===== src/rtl/spaceinv_pkg.sv =====
// Shared screen geometry, slot count, fire FSM state type and the
// lowest-free-slot priority encoder for the space-invaders VGA peripheral.
package spaceinv_pkg;

  localparam int SCREEN_W  = 640;
  localparam int PLAYER_W  = 31;
  localparam int NUM_SLOTS = 8;
  localparam int COL_W     = 12;

  typedef enum logic {
    IDLE,
    COOLDOWN
  } fire_state_t;

  // One-hot mask of the lowest slot whose busy flag is clear; all zeros when every slot is busy.
  function automatic logic [NUM_SLOTS-1:0] lowest_free(input logic [NUM_SLOTS-1:0] busy);
    logic [NUM_SLOTS-1:0] sel;
    sel = '0;
    for (int i = NUM_SLOTS - 1; i >= 0; i--) begin
      if (!busy[i]) sel = NUM_SLOTS'(1) << i;
    end
    return sel;
  endfunction

endpackage


===== src/rtl/player_input_ctrl_debounce.sv =====
// Two-flop synchronizer followed by a stability counter; the output level
// follows the synchronized input only after DB_CYC consecutive differing cycles.
module btn_debounce #(
  parameter int DB_CYC = 315000
) (
  input  logic clk,
  input  logic rst,
  input  logic btn_i,
  output logic level_o
);
  localparam int CNT_W = $clog2(DB_CYC + 1);

  logic             sync1_q, sync2_q;
  logic             level_q, level_d;
  logic [CNT_W-1:0] cnt_q, cnt_d;

  // NOTE: every variable gets a default before any branch, so no path can infer a latch.
  always_comb begin
    level_d = level_q;
    cnt_d   = '0;
    if (sync2_q != level_q) begin
      if (cnt_q == CNT_W'(DB_CYC - 1)) level_d = sync2_q;
      else                             cnt_d   = cnt_q + CNT_W'(1);
    end
  end

  // NOTE: non-blocking assignments so every flop samples pre-edge values, which is
  // what makes sync1_q -> sync2_q a real two-stage chain.
  always_ff @(posedge clk) begin
    if (rst) begin
      sync1_q <= 1'b0;
      sync2_q <= 1'b0;
      level_q <= 1'b0;
      cnt_q   <= '0;
    end else begin
      sync1_q <= btn_i;
      sync2_q <= sync1_q;
      level_q <= level_d;
      cnt_q   <= cnt_d;
    end
  end

  assign level_o = level_q;

endmodule


===== src/rtl/player_input_ctrl.sv =====
// Player input controller: debounced buttons -> clamped player column and missile slot toggles.
// Build option: define PLAYER_AUTOFIRE_EN to keep launching while fire is held.
module player_input_ctrl
  import spaceinv_pkg::*;
#(
  parameter int COL_INIT       = 305,
  parameter int COL_MIN        = 0,
  parameter int COL_MAX        = SCREEN_W - PLAYER_W,
  parameter int STEP           = 2,
  parameter int MOVE_DIV       = 250000,
  parameter int DB_CYC         = 315000,
  parameter int COOLDOWN_TICKS = 8
) (
  input  logic                 clk,
  input  logic                 rst,
  input  logic                 btn_left,
  input  logic                 btn_right,
  input  logic                 btn_fire,
  input  logic [NUM_SLOTS-1:0] slot_busy,
  output logic [COL_W-1:0]     btn_col,
  output logic [NUM_SLOTS-1:0] btn_missle_en,
  output logic                 fire_pulse,
  output logic                 move_tick
);
  localparam int TICK_W = $clog2(MOVE_DIV);
  localparam int CD_W   = $clog2(COOLDOWN_TICKS + 1);
  localparam int EXT_W  = COL_W + 1;

  logic left_db, right_db, fire_db;

  btn_debounce #(.DB_CYC(DB_CYC)) u_db_left  (.clk(clk), .rst(rst), .btn_i(btn_left),  .level_o(left_db));
  btn_debounce #(.DB_CYC(DB_CYC)) u_db_right (.clk(clk), .rst(rst), .btn_i(btn_right), .level_o(right_db));
  btn_debounce #(.DB_CYC(DB_CYC)) u_db_fire  (.clk(clk), .rst(rst), .btn_i(btn_fire),  .level_o(fire_db));

  logic [TICK_W-1:0] tick_q, tick_d;
  logic              tick_wrap;

  always_comb begin
    tick_wrap = (tick_q == TICK_W'(MOVE_DIV - 1));
    tick_d    = tick_wrap ? '0 : tick_q + TICK_W'(1);
  end

  // Column arithmetic is one bit wider so a step below COL_MIN shows up as a compare, not a wrap.
  logic [COL_W-1:0] col_q, col_d;
  logic [EXT_W-1:0] col_ext, col_dec, col_inc;

  always_comb begin
    col_ext = {1'b0, col_q};
    col_dec = col_ext - EXT_W'(STEP);
    col_inc = col_ext + EXT_W'(STEP);
    col_d   = col_q;
    if (tick_wrap) begin
      if (left_db && !right_db) begin
        col_d = (col_ext < EXT_W'(COL_MIN + STEP)) ? COL_W'(COL_MIN) : col_dec[COL_W-1:0];
      end else if (right_db && !left_db) begin
        col_d = (col_inc > EXT_W'(COL_MAX)) ? COL_W'(COL_MAX) : col_inc[COL_W-1:0];
      end
    end
  end

  logic fire_req;
`ifdef PLAYER_AUTOFIRE_EN
  // A held button is a standing request, honoured each time the FSM is back in IDLE.
  assign fire_req = fire_db;
`else
  logic fire_db_q;
  always_ff @(posedge clk) begin
    if (rst) fire_db_q <= 1'b0;
    else     fire_db_q <= fire_db;
  end
  assign fire_req = fire_db & ~fire_db_q;
`endif

  fire_state_t          state_q, state_d;
  logic [CD_W-1:0]      cd_q, cd_d;
  logic [NUM_SLOTS-1:0] en_q, en_d;
  logic [NUM_SLOTS-1:0] free_sel;
  logic                 launch;
  logic                 pulse_q;

  // A launch in a tick cycle does not count that tick toward the cooldown.
  always_comb begin
    state_d  = state_q;
    cd_d     = cd_q;
    en_d     = en_q;
    launch   = 1'b0;
    free_sel = lowest_free(slot_busy);
    unique case (state_q)
      IDLE: begin
        if (fire_req && !(&slot_busy)) begin
          launch  = 1'b1;
          en_d    = en_q ^ free_sel;
          cd_d    = CD_W'(COOLDOWN_TICKS);
          state_d = COOLDOWN;
        end
      end
      COOLDOWN: begin
        if (tick_wrap) begin
          if (cd_q == '0) state_d = IDLE;
          else            cd_d    = cd_q - CD_W'(1);
        end
      end
      default: state_d = IDLE;
    endcase
  end

  always_ff @(posedge clk) begin
    if (rst) begin
      tick_q  <= '0;
      col_q   <= COL_W'(COL_INIT);
      state_q <= IDLE;
      cd_q    <= '0;
      en_q    <= '0;
      pulse_q <= 1'b0;
    end else begin
      tick_q  <= tick_d;
      col_q   <= col_d;
      state_q <= state_d;
      cd_q    <= cd_d;
      en_q    <= en_d;
      pulse_q <= launch;
    end
  end

  assign btn_col       = col_q;
  assign btn_missle_en = en_q;
  assign fire_pulse    = pulse_q;
  assign move_tick     = tick_wrap;

endmodule


===== config.mk =====
export PLATFORM = sky130hd
export DESIGN_NAME = player_input_ctrl
export DESIGN_NICKNAME = d
export VERILOG_FILES = /design/src/rtl/spaceinv_pkg.sv /design/src/rtl/player_input_ctrl_debounce.sv /design/src/rtl/player_input_ctrl.sv
export SDC_FILE = /design/constraint.sdc
export NUM_CORES = 1
export LEC_CHECK = 0
export CORE_ASPECT_RATIO = 1.75
export CORE_MARGIN = 5
export CORE_UTILIZATION = 40
export CTS_CLUSTER_DIAMETER = 40
export DETAILED_ROUTE_END_ITERATION = 7
export PLACE_DENSITY = 0.62
export SLEW_MARGIN = 20
export SYNTH_ARGS = -nofsm -noshare
export SYNTH_HDL_FRONTEND = slang
export SYNTH_SLANG_ARGS = --single-unit

===== constraint.sdc =====
create_clock -name clk -period 3.84 [get_ports clk]
set_input_delay 0.576 -clock clk [delete_from_list [all_inputs] [get_ports clk]]
set_output_delay 0.576 -clock clk [all_outputs]
set_load 0.02 [all_outputs]

==> impl_metrics.env <==
export IMPL_outcome="finished, final reports clean"
export IMPL_yosys_warnings=0
export IMPL_rows=56
export IMPL_synth_seq_area_share_pct=41.05
export IMPL_max_slew_margin_pct=48.08
export IMPL_fin_crit_sh_pct=73.87
export IMPL_ys_seq_elements=111
export IMPL_multiInputGateArea_sq_mm=0.003000
export IMPL_clk_path_buf_depth=2
export IMPL_via_per_inst=5.398
export IMPL_cts_buffers=9
export IMPL_power_frac_clock_pct=44.7
export IMPL_grt_setup_unrepaired="false"
export IMPL_synth_compound_area_share_pct=9.385
export IMPL_holdCritPathClass="flop to flop"
export IMPL_switching_share_pct=20.20
export IMPL_die_w_um=97.94
export IMPL_synthMuxAreaShare_pct=1.040
export IMPL_fin_setup_tns_ns=0
export IMPL_ys_flop_type="dfxtp_1"
export IMPL_dp_slack_ns=1.093
export IMPL_slew_viol_final=0
export IMPL_slowest_stage="dfxtp_1"
export IMPL_critical_path_startpoint_type="flop"
export IMPL_cp_arrival_ns=3.09
export IMPL_clk_latency_ns=0.34
export IMPL_grt_pass1_vias=4424
export IMPL_intPower_w=0.001737
export IMPL_dieArea_sq_mm=0.01605
export IMPL_dp_hpwl_um=8889
export IMPL_overflow=0
export IMPL_yosys_area_share_simple_pct=30.07
export IMPL_fmax_mhz=352.5
export IMPL_slowest_delay_ns=0.62
export IMPL_grt_usage_pct=15.36
export IMPL_cts_resized=0
export IMPL_wirelength_um=12080
export IMPL_synthAdderAreaFrac_pct=2.080
export IMPL_cts_sinks=111
export IMPL_cts_tree="built"
export IMPL_initial_core_util_pct=40.45
export IMPL_power_density_mw_per_mm2=352.2
export IMPL_diodes=0
export IMPL_htree_levels=3
export IMPL_pin_count=35
export IMPL_synthArstFlopShare_pct=0
export IMPL_io_buffers=34
export IMPL_path_class="flop to flop"
export IMPL_clk_pin_slew_ns=0.07
export IMPL_critPathRequiredTime_ns=4.10
export IMPL_finalCriticalPeriod_ns=2.837
export IMPL_vias=4561
export IMPL_area_delta_synth_final_pct=14.19
export IMPL_drtIter0Drc=159
export IMPL_p_leak_nw=2.035
export IMPL_die_h_um=163.9
export IMPL_syn_nets=665
export IMPL_grt_max_degree=41
export IMPL_antenna_found_initial=0
export IMPL_yosys_cell_types_count=62
export IMPL_crit_path_cell_trace="ha_1 > nand3_1 > nor4_1 > a2bb2oi_1 > nor4_2 > nor3_1 > o31ai_1"
export IMPL_maxCapViolCount=0
export IMPL_switchingPower_w=0.0004399
export IMPL_final_setup_viol_count=0
export IMPL_drt_first_pass_iters=5
export IMPL_final_seq_area_sq_mm=0.002222
export IMPL_synthCells=643
export IMPL_drc=0
export IMPL_pwr_share_comb_pct=2.0
export IMPL_core_sq_mm=0.01338
export IMPL_nFillCells=1330
export IMPL_grt_pass1_wl_um=20300
export IMPL_post_cts_setup_buffer_count=0
export IMPL_place_gp_congestion=0.9505
export IMPL_end_kind="flop"
export IMPL_setup_ws_ns=1.003
export IMPL_nets=688
export IMPL_vdd_ir_drop_max_uv=194.0
export IMPL_hold_buffers=0
export IMPL_synth_top_family_by_area="simple AND/OR/NAND/NOR gates"
export IMPL_synth_top_area_share_pct=41.05
export IMPL_syn_cell_area_sq_mm=0.005413
export IMPL_worstPathMaxFanout=15
export IMPL_tightest_slew_ns=0.7723
export IMPL_synth_xor_area_share_pct=12.78
export IMPL_power_frac_seq_pct=53.3
export IMPL_syn_avg_cell_area_sq_um=8.418
export IMPL_skew_ns=0.006818
export IMPL_routedWlPerCell_um=14.29
export IMPL_synth_area_leaders="dfxtp_1 (41%), nor2_1 (8.0%), xor2_1 (7.6%)"
export IMPL_root_buffer="clkbuf_16"
export IMPL_finalPower_w=0.002177
export IMPL_drive_gt1_share_pct=4.322
export IMPL_yosysTopAreaCell="dfxtp_1"
export IMPL_reg2reg_slack_ns=1.00
export IMPL_synth_edf_count=0
export IMPL_hold_viol=0
export IMPL_ant_nets=0
-- path summary, 6_finish.rpt --
check | endpoint | start | cells after the start
setup / recovery | btn_col[8] | btn_col[1] | 7
hold reg to reg | u_db_left.cnt_q[0] | u_db_left.cnt_q[0] | 1
setup reg to reg | btn_col[8] | btn_col[1] | 7
hold / removal | u_db_left.cnt_q[0] | u_db_left.cnt_q[0] | 1
-- layer usage --
metal  vias up  wire length [um]  global-route usage (%)
met5         -                 0                       0
met4         0               534                   8.318
met3        39               317                   3.017
met2        75              6295                   28.57
met1      2157              4931                   16.01
li1       2290                 -                       -
-- stage by stage --
step / std cells / util, % / hold WS [ns] / instance area [sq um]
5_1_grt: 845 / 46.19 / 0.4707 / 6181
6_report: 845 / 46.19 / 0.4490 / 6181
3_3_place_gp: 829 / 43.78 / 0.4241 / 5859
3_5_place_dp: 829 / 43.78 / 0.4413 / 5859
2_1_floorplan: 643 / - / 0.4132 / 5413
4_1_cts: 845 / 46.16 / 0.4575 / 6177
-- registers in the layout, indices dropped and copies added, names as in the netlist --
name / count
u_db_fire.sync1_q: 1
u_db_right.sync1_q: 1
btn_missle_en: 8
cd_q: 4
u_db_fire.cnt_q: 19
u_db_left.cnt_q: 19
u_db_fire.sync2_q: 1
u_db_fire.level_o: 1
fire_db_q: 1
u_db_right.level_o: 1
u_db_right.cnt_q: 19
state_q: 1
btn_col: 12
u_db_left.sync1_q: 1
fire_pulse: 1
u_db_right.sync2_q: 1
tick_q: 18
u_db_left.level_o: 1
u_db_left.sync2_q: 1
-- power groups by stage --
stage	combinational [W]	clock (W)	sequential [W]
floorplan	0.0000234	0	0.00119
global placement	0.0000426	0	0.00119
detailed placement	0.0000436	0	0.00119
CTS	0.0000439	0.000998	0.00116
global route	0.0000478	0.00105	0.00116
finish	0.0000433	0.000973	0.00116
-- kinds of logic (layout without fill, tap and decap cells) --
family,after synthesis,count (layout)
AND/OR/NAND/NOR,320,320
flip-flops,111,111
XOR/XNOR,79,79
AO/OA/AOI/OAI,77,77
buffers and inverters,42,70
adder cells (fa/ha/maj),9,9
multiplexers,5,5
-- worst max-delay path, delay by kind of cell (launching register included) --
family          cells  cell delay (ns)
fa+ha+maj           1             0.49
simple gates        4             1.22
flops               1             0.62
compound gates      2             0.42
-- layout make-up --
class / count / share of cell area [%]
Clock buffer: 12 / 4.312
Clock inverter: 4 / 0.8300
Inverter: 18 / 1.093
Multi-Input combinational cell: 490 / 48.54
Sequential cell: 111 / 35.95
Tap cell: 174 / 3.522
Timing Repair Buffer: 36 / 5.749
-- cell usage after synthesis (10+ instances only) --
master	count
o21ai_0	15
inv_1	18
nand2_1	52
xor2_1	47
or3_1	16
nand4_1	16
xnor2_1	32
dfxtp_1	111
nor4b_1	10
clkbuf_1	10
buf_2	11
nor2_1	115
nor3_1	21
a21oi_1	15
nand3_1	35
-- cells in the final DEF, fill, tap and decap left out, drive strengths merged, types with 3 or more instances in the layout --
master	instances
clkbuf	12
nand2	52
clkdlybuf4s50	34
a21oi	15
xor2	47
and3	10
dfxtp	111
and2	3
o21ai	18
xnor2	32
nor4	9
nand3	35
a41oi	3
ha	9
a211oi	3
a21o	4
nor2	115
or3	16
nand4	17
o31ai	5
nor3	21
mux2i	3
nor4bb	3
nor4b	10
inv	19
a31oi	6
nor2b	8
and4	8
Note: power is estimated with default switching activity, not from simulation.
